--- src/rtl/alu_seq_pkg.sv ---
// rtl/alu_seq_pkg.sv - shared opcode/state enums and command field positions for alu_sequencer
package alu_seq_pkg;

    typedef enum logic [2:0] {
        OP_ADD = 3'b000,
        OP_SUB = 3'b001,
        OP_AND = 3'b010,
        OP_OR  = 3'b011,
        OP_XOR = 3'b100,
        OP_SHL = 3'b101,
        OP_SHR = 3'b110,
        OP_CAS = 3'b111
    } opcode_e;

    typedef enum logic [1:0] {
        IDLE    = 2'd0,
        ISSUE   = 2'd1,
        RESOLVE = 2'd2
    } state_e;

    localparam int CMD_OP_MSB = 11;
    localparam int CMD_OP_LSB = 9;
    localparam int CMD_A1_MSB = 8;
    localparam int CMD_A1_LSB = 6;
    localparam int CMD_A2_MSB = 5;
    localparam int CMD_A2_LSB = 3;
    localparam int CMD_A3_MSB = 2;
    localparam int CMD_A3_LSB = 0;

    localparam logic [2:0] STATUS_REG = 3'd7;

endpackage

--- src/rtl/seq_regfile.sv ---
// rtl/seq_regfile.sv - register file: one write port, two read ports, one debug read port
module seq_regfile #(
    parameter int DATA_W   = 32,
    parameter int NUM_REGS = 8
) (
    input  logic              clk,
    input  logic              rst_n,
    input  logic              we,
    input  logic [2:0]        waddr,
    input  logic [DATA_W-1:0] wdata,
    input  logic [2:0]        raddr_a,
    input  logic [2:0]        raddr_b,
    input  logic [2:0]        dbg_addr,
    output logic [DATA_W-1:0] rdata_a,
    output logic [DATA_W-1:0] rdata_b,
    output logic [DATA_W-1:0] dbg_data
);

    logic [DATA_W-1:0] regs [NUM_REGS];

    always_ff @(posedge clk or negedge rst_n) begin
        if (!rst_n) begin
            for (int i = 0; i < NUM_REGS; i++) begin
                regs[i] <= '0;
            end
        end else if (we) begin
            regs[waddr] <= wdata;
        end
    end

    assign rdata_a  = regs[raddr_a];
    assign rdata_b  = regs[raddr_b];
    assign dbg_data = regs[dbg_addr];

endmodule

--- src/rtl/alu_sequencer.sv ---
// rtl/alu_sequencer.sv - 3-cycle command sequencer around an external ALU; CAS enabled by ALU_SEQ_CAS_EN
module alu_sequencer
    import alu_seq_pkg::*;
#(
    parameter int DATA_W   = 32,
    parameter int NUM_REGS = 8
) (
    input  logic              clk,
    input  logic              rst_n,
    input  logic              cmd_valid,
    output logic              cmd_ready,
    input  logic [11:0]       command,
    output logic [2:0]        alu_op_code,
    output logic [DATA_W-1:0] data_a,
    output logic [DATA_W-1:0] data_b,
    input  logic [DATA_W-1:0] y,
    input  logic              O,
    input  logic              C,
    input  logic              Z,
    input  logic              N,
    output logic              done,
    output logic [3:0]        flags,
    output logic              cas_ok,
    output logic              err,
    input  logic [2:0]        dbg_addr,
    output logic [DATA_W-1:0] dbg_data
);

    state_e            state, state_nxt;
    logic [11:0]       cmd_q;
    logic [2:0]        op, a1, a2, a3;
    logic              cas_cmd, illegal;
    logic              stat_pend, stat_val;
    logic              we;
    logic [2:0]        waddr, raddr_b;
    logic [DATA_W-1:0] wdata, rdata_a, rdata_b;

    assign op = cmd_q[CMD_OP_MSB:CMD_OP_LSB];
    assign a1 = cmd_q[CMD_A1_MSB:CMD_A1_LSB];
    assign a2 = cmd_q[CMD_A2_MSB:CMD_A2_LSB];
    assign a3 = cmd_q[CMD_A3_MSB:CMD_A3_LSB];

    assign cmd_ready = (state == IDLE);

    // CAS compares against R[addr3] in ISSUE, then fetches the swap value R[addr2] in RESOLVE
    assign raddr_b = (cas_cmd && state == ISSUE) ? a3 : a2;

    seq_regfile #(
        .DATA_W   (DATA_W),
        .NUM_REGS (NUM_REGS)
    ) u_regfile (
        .clk      (clk),
        .rst_n    (rst_n),
        .we       (we),
        .waddr    (waddr),
        .wdata    (wdata),
        .raddr_a  (a1),
        .raddr_b  (raddr_b),
        .dbg_addr (dbg_addr),
        .rdata_a  (rdata_a),
        .rdata_b  (rdata_b),
        .dbg_data (dbg_data)
    );

    always_ff @(posedge clk or negedge rst_n) begin
        if (!rst_n) begin
            state <= IDLE;
        end else begin
            state <= state_nxt;
        end
    end

    always_comb begin
        state_nxt = state;
        case (state)
            IDLE:    if (cmd_valid) state_nxt = ISSUE;
            ISSUE:   state_nxt = RESOLVE;
            RESOLVE: state_nxt = IDLE;
            default: state_nxt = IDLE;
        endcase
    end

    // The CAS status write lands in the IDLE cycle after RESOLVE, so it always follows the swap
    always_comb begin
        we    = 1'b0;
        waddr = a3;
        wdata = y;
        if (stat_pend) begin
            we    = 1'b1;
            waddr = STATUS_REG;
            wdata = {{(DATA_W-1){1'b0}}, stat_val};
        end else if (state == RESOLVE && !illegal) begin
            if (cas_cmd) begin
                we    = Z && (a3 != STATUS_REG);
                wdata = rdata_b;
            end else begin
                we    = 1'b1;
            end
        end
    end

    always_ff @(posedge clk or negedge rst_n) begin
        if (!rst_n) begin
            cmd_q       <= '0;
            alu_op_code <= '0;
            data_a      <= '0;
            data_b      <= '0;
            flags       <= '0;
            done        <= 1'b0;
            err         <= 1'b0;
        end else begin
            done <= (state == RESOLVE);
            err  <= (state == RESOLVE) && illegal;
            if (state == IDLE && cmd_valid) begin
                cmd_q <= command;
            end
            if (state == ISSUE && !illegal) begin
                alu_op_code <= cas_cmd ? OP_SUB : op;
                data_a      <= rdata_a;
                data_b      <= rdata_b;
            end
            if (state == RESOLVE) begin
                flags <= {O, C, Z, N};
            end
        end
    end

`ifdef ALU_SEQ_CAS_EN
    logic cas_ok_q;

    assign cas_cmd = (op == OP_CAS);
    assign illegal = 1'b0;
    assign cas_ok  = cas_ok_q;

    always_ff @(posedge clk or negedge rst_n) begin
        if (!rst_n) begin
            cas_ok_q  <= 1'b0;
            stat_pend <= 1'b0;
            stat_val  <= 1'b0;
        end else begin
            stat_pend <= 1'b0;
            if (state == RESOLVE && cas_cmd) begin
                cas_ok_q  <= Z;
                stat_pend <= 1'b1;
                stat_val  <= Z;
            end
        end
    end
`else
    assign cas_cmd   = 1'b0;
    assign illegal   = (op == OP_CAS);
    assign cas_ok    = 1'b0;
    assign stat_pend = 1'b0;
    assign stat_val  = 1'b0;
`endif

endmodule
--- config.mk ---
export PLATFORM = sky130hd
export DESIGN_NAME = alu_sequencer
export DESIGN_NICKNAME = d
export VERILOG_FILES = /design/src/rtl/alu_seq_pkg.sv /design/src/rtl/seq_regfile.sv /design/src/rtl/alu_sequencer.sv
export SDC_FILE = /design/constraint.sdc
export NUM_CORES = 1
export LEC_CHECK = 0
export BUFFER_PORTS_ARGS = -buffer_cell sky130_fd_sc_hd__buf_4
export CORE_MARGIN = 3
export CORE_UTILIZATION = 35
export CTS_CLUSTER_DIAMETER = 60
export DETAILED_ROUTE_END_ITERATION = 10
export PLACE_DENSITY = 0.61
export SYNTH_ARGS = -nofsm -noshare
export SYNTH_HDL_FRONTEND = slang
export SYNTH_SLANG_ARGS = --single-unit
--- constraint.sdc ---
create_clock -name clk -period 2.4 [get_ports clk]
set_input_delay 0.24 -clock clk [delete_from_list [all_inputs] [get_ports clk]]
set_output_delay 0.24 -clock clk [all_outputs]
set_load 0.02 [all_outputs]
==> results.sh <==
export IMPL_tightest_slew_ns=1.01
export IMPL_cap_violations=0
export IMPL_die_h_um=239
export IMPL_intPower_mw=19.9
export IMPL_status="finished clean"
export IMPL_timing_final_ws_setup_ns=0.174
export IMPL_setup_viol=0
export IMPL_nFillCells=4774
export IMPL_port_buffer_count=159
export IMPL_grt_overflow_total=0
export IMPL_pre_cts_slack_ns=0.351
export IMPL_start_util=0.357
export IMPL_final_cell_count_no_fill=2310
export IMPL_hp_class="input pin to async pin"
export IMPL_crit_slowest_cell="mux4_2"
export IMPL_wirelength_um=58200
export IMPL_syn_area_um2=19000
export IMPL_dieArea_um2=57000
export IMPL_cp_arrival_ns=1.99
export IMPL_synth_distinct_cells=30
export IMPL_period_minus_slack_ns=2.23
export IMPL_multiInputGateArea_um2=9870
export IMPL_viasPerCell=5.74
export IMPL_layout_common_cells="mux2_2 (362), dfrtp_1 (341), buf_4 (194)"
export IMPL_first_global_vias=14000
export IMPL_cp_end_kind="output port"
export IMPL_syn_avg_cell_area_um2=13.6
export IMPL_tns_ns=0
export IMPL_combPwrFrac=0.421
export IMPL_drive_gt1_frac=0.494
export IMPL_switchingPower_mw=11.1
export IMPL_vias=13300
export IMPL_ant_nets=0
export IMPL_wire_per_inst_um=25.2
export IMPL_dr_pass1_iters=5
export IMPL_place_congestion=0.794
export IMPL_crit_family="multiplexers"
export IMPL_antenna_found_initial=2
export IMPL_ios=161
export IMPL_hold_viol=0
export IMPL_final_nets=1639
export IMPL_clock_sinks=343
export IMPL_die_w_um=239
export IMPL_ys_warnings_count=0
export IMPL_fmax_mhz=449
export IMPL_clock_root_buffer="clkbuf_16"
export IMPL_cts_buffer_depth=3
export IMPL_hpwlAfterDp_um=36500
export IMPL_grt_usage=0.204
export IMPL_power_leakage_nw=10.3
export IMPL_syn_inst=1393
export IMPL_coreArea_um2=53100
export IMPL_cts_max_level=2
export IMPL_clk_pin_slew_ns=0.06
export IMPL_critPathMaxStageDelay_ns=0.48
export IMPL_final_cell_area_um2=23400
export IMPL_placed_cells=2179
export IMPL_p_sw_frac=0.359
export IMPL_p_per_area_nw_per_um2=1330
export IMPL_maxSlewViolCount=0
export IMPL_critPathLaunchType="register"
export IMPL_crit_chain="mux4_2, mux2_2, buf_4"
export IMPL_syn_to_final_growth_pct=23.2
export IMPL_cts_buffers=43
export IMPL_syn_num_nets=1447
export IMPL_clock_power_share=0.216
export IMPL_required_ns=2.16
export IMPL_seqPwrFrac=0.363
export IMPL_mostFrequentLayoutCell="mux2_2"
export IMPL_worst_path_buf_inv=1
export IMPL_grt_max_degree=57
export IMPL_regArea_um2=8590
export IMPL_clk_latency_ns=0.58
export IMPL_rsz0062_at_grt="no"
export IMPL_synth_seq_cells=343
export IMPL_seq_area_frac_synth=0.453
export IMPL_finClkSkew_ns=0.0242
export IMPL_row_count=84
export IMPL_cts_tree="yes"
export IMPL_min_period_over_period=0.927
export IMPL_ctsResizeCount=0
export IMPL_drc_errors=0
export IMPL_ir_drop_mv=0.573
export IMPL_initialDrtViolationCount=863
export IMPL_crit_fanout=4
export IMPL_grt_pass1_wl_um=88700
export IMPL_dpl_cell_area_um2=21400
export IMPL_worstSetupPathType="register to output port"
export IMPL_slew_limit_headroom=0.328
[repair_timing]
item,CTS,global route
hold buffers,49,0
hold endpoints to repair,319,0
setup buffers,0,0
[per-stage QoR]
stage | total power [mW] | util | hold slack (ns)
final | 31.0 | 0.440 | 0.226
after global placement | 23.8 | 0.403 | 0.238
after CTS | 31.2 | 0.440 | 0.212
after detailed placement | 24.2 | 0.403 | 0.240
after global routing | 32.7 | 0.440 | 0.261
after floorplan | 19.6 | - | -0.0556
[path summary, 6_finish.rpt]
kind	startpoint	cells past startpoint	endpoint	slack, ns
hold / removal	rst_n	2	u_regfile.regs[94]	0.23
max in group asynchronous	rst_n	4	u_regfile.regs[75]	1.33
min in group clk	cmd_valid	3	state[0]	0.40
hold reg to reg	flags[1]	2	flags[1]	0.48
setup / recovery	u_regfile.regs[15]	3	dbg_data[15]	0.17
setup reg to reg	state[0]	4	u_regfile.regs[141]	0.32
[per-layer routing]
| metal | track usage | wire, µm | vias to the layer above |
|---|---|---|---|
| met3 | 0.0384 | 3170 | 108 |
| met1 | 0.277 | 25800 | 6981 |
| li1 | - | - | 5790 |
| met2 | 0.330 | 27600 | 381 |
| met4 | 0.0682 | 1700 | 0 |
| met5 | 0 | 0 | - |
[worst reg2reg max path, cell delays in order, from the launching register on]
cell and delay [ns]:
dfrtp_1 0.41, nand2b_1 0.21, or4_2 0.68, buf_4 0.29
mux2_4 0.36
[Yosys cell counts]
library cell  number  area (µm²)
nand3_1            1        5.00
or4_1              2        15.0
and3_1             1        6.26
dfrtp_1          343        8580
nand2b_1           7        43.8
inv_1              1        3.75
mux2_4            60         901
nor4_2             2        25.0
mux2i_1          128        1280
mux2_1             6        67.6
a22o_1            64         561
and2_1             2        12.5
clkbuf_1          62         233
conb_1             1        3.75
buf_4              1        7.51
nand4_1            2        12.5
o22ai_1           64         400
o22a_1             3        26.3
inv_2              2        7.51
nand2_1           14        52.6
o31ai_1           64         480
mux4_2            64        1440
nor2_1             6        22.5
o21ai_0           64         320
mux2_2           362        4080
buf_1              8        30.0
nor2b_1            2        12.5
buf_2             49         245
and4_1             2        17.5
buf_6              6        67.6
[power groups by stage]
stage	logic [mW]	registers, mW	clock network (mW)
2_1_floorplan	8.65	10.9	0
3_3_place_gp	12.8	11.1	0
3_5_place_dp	13.0	11.2	0
4_1_cts	13.1	11.1	6.88
5_1_grt	14.0	11.6	7.10
6_report	13.0	11.2	6.69
[cell families after synthesis]
group           after synthesis  share of synthesized area
flops                       343                      0.453
compound gates              259                     0.0943
simple gates                 41                     0.0119
mux                         620                      0.410
other cells                   1                   0.000198
buf+inv                     129                     0.0313
[registers in the layout, summed over array words and instances (netlist names)]
signal          count
alu_op_code         3
cmd_q              12
data_b             32
err                 1
u_regfile.regs    256
state               2
done                1
data_a             32
flags               4
[cell type report]
class,instances,share of cell area
Tap cell,688,0.0368
Clock buffer,61,0.0524
Antenna cell,2,0.000214
Multi-Input combinational cell,921,0.422
Timing Repair Buffer,273,0.109
Inverter,3,0.000482
Clock inverter,19,0.0112
Sequential cell,343,0.368
Note: power is estimated with default switching activity, not from simulation.
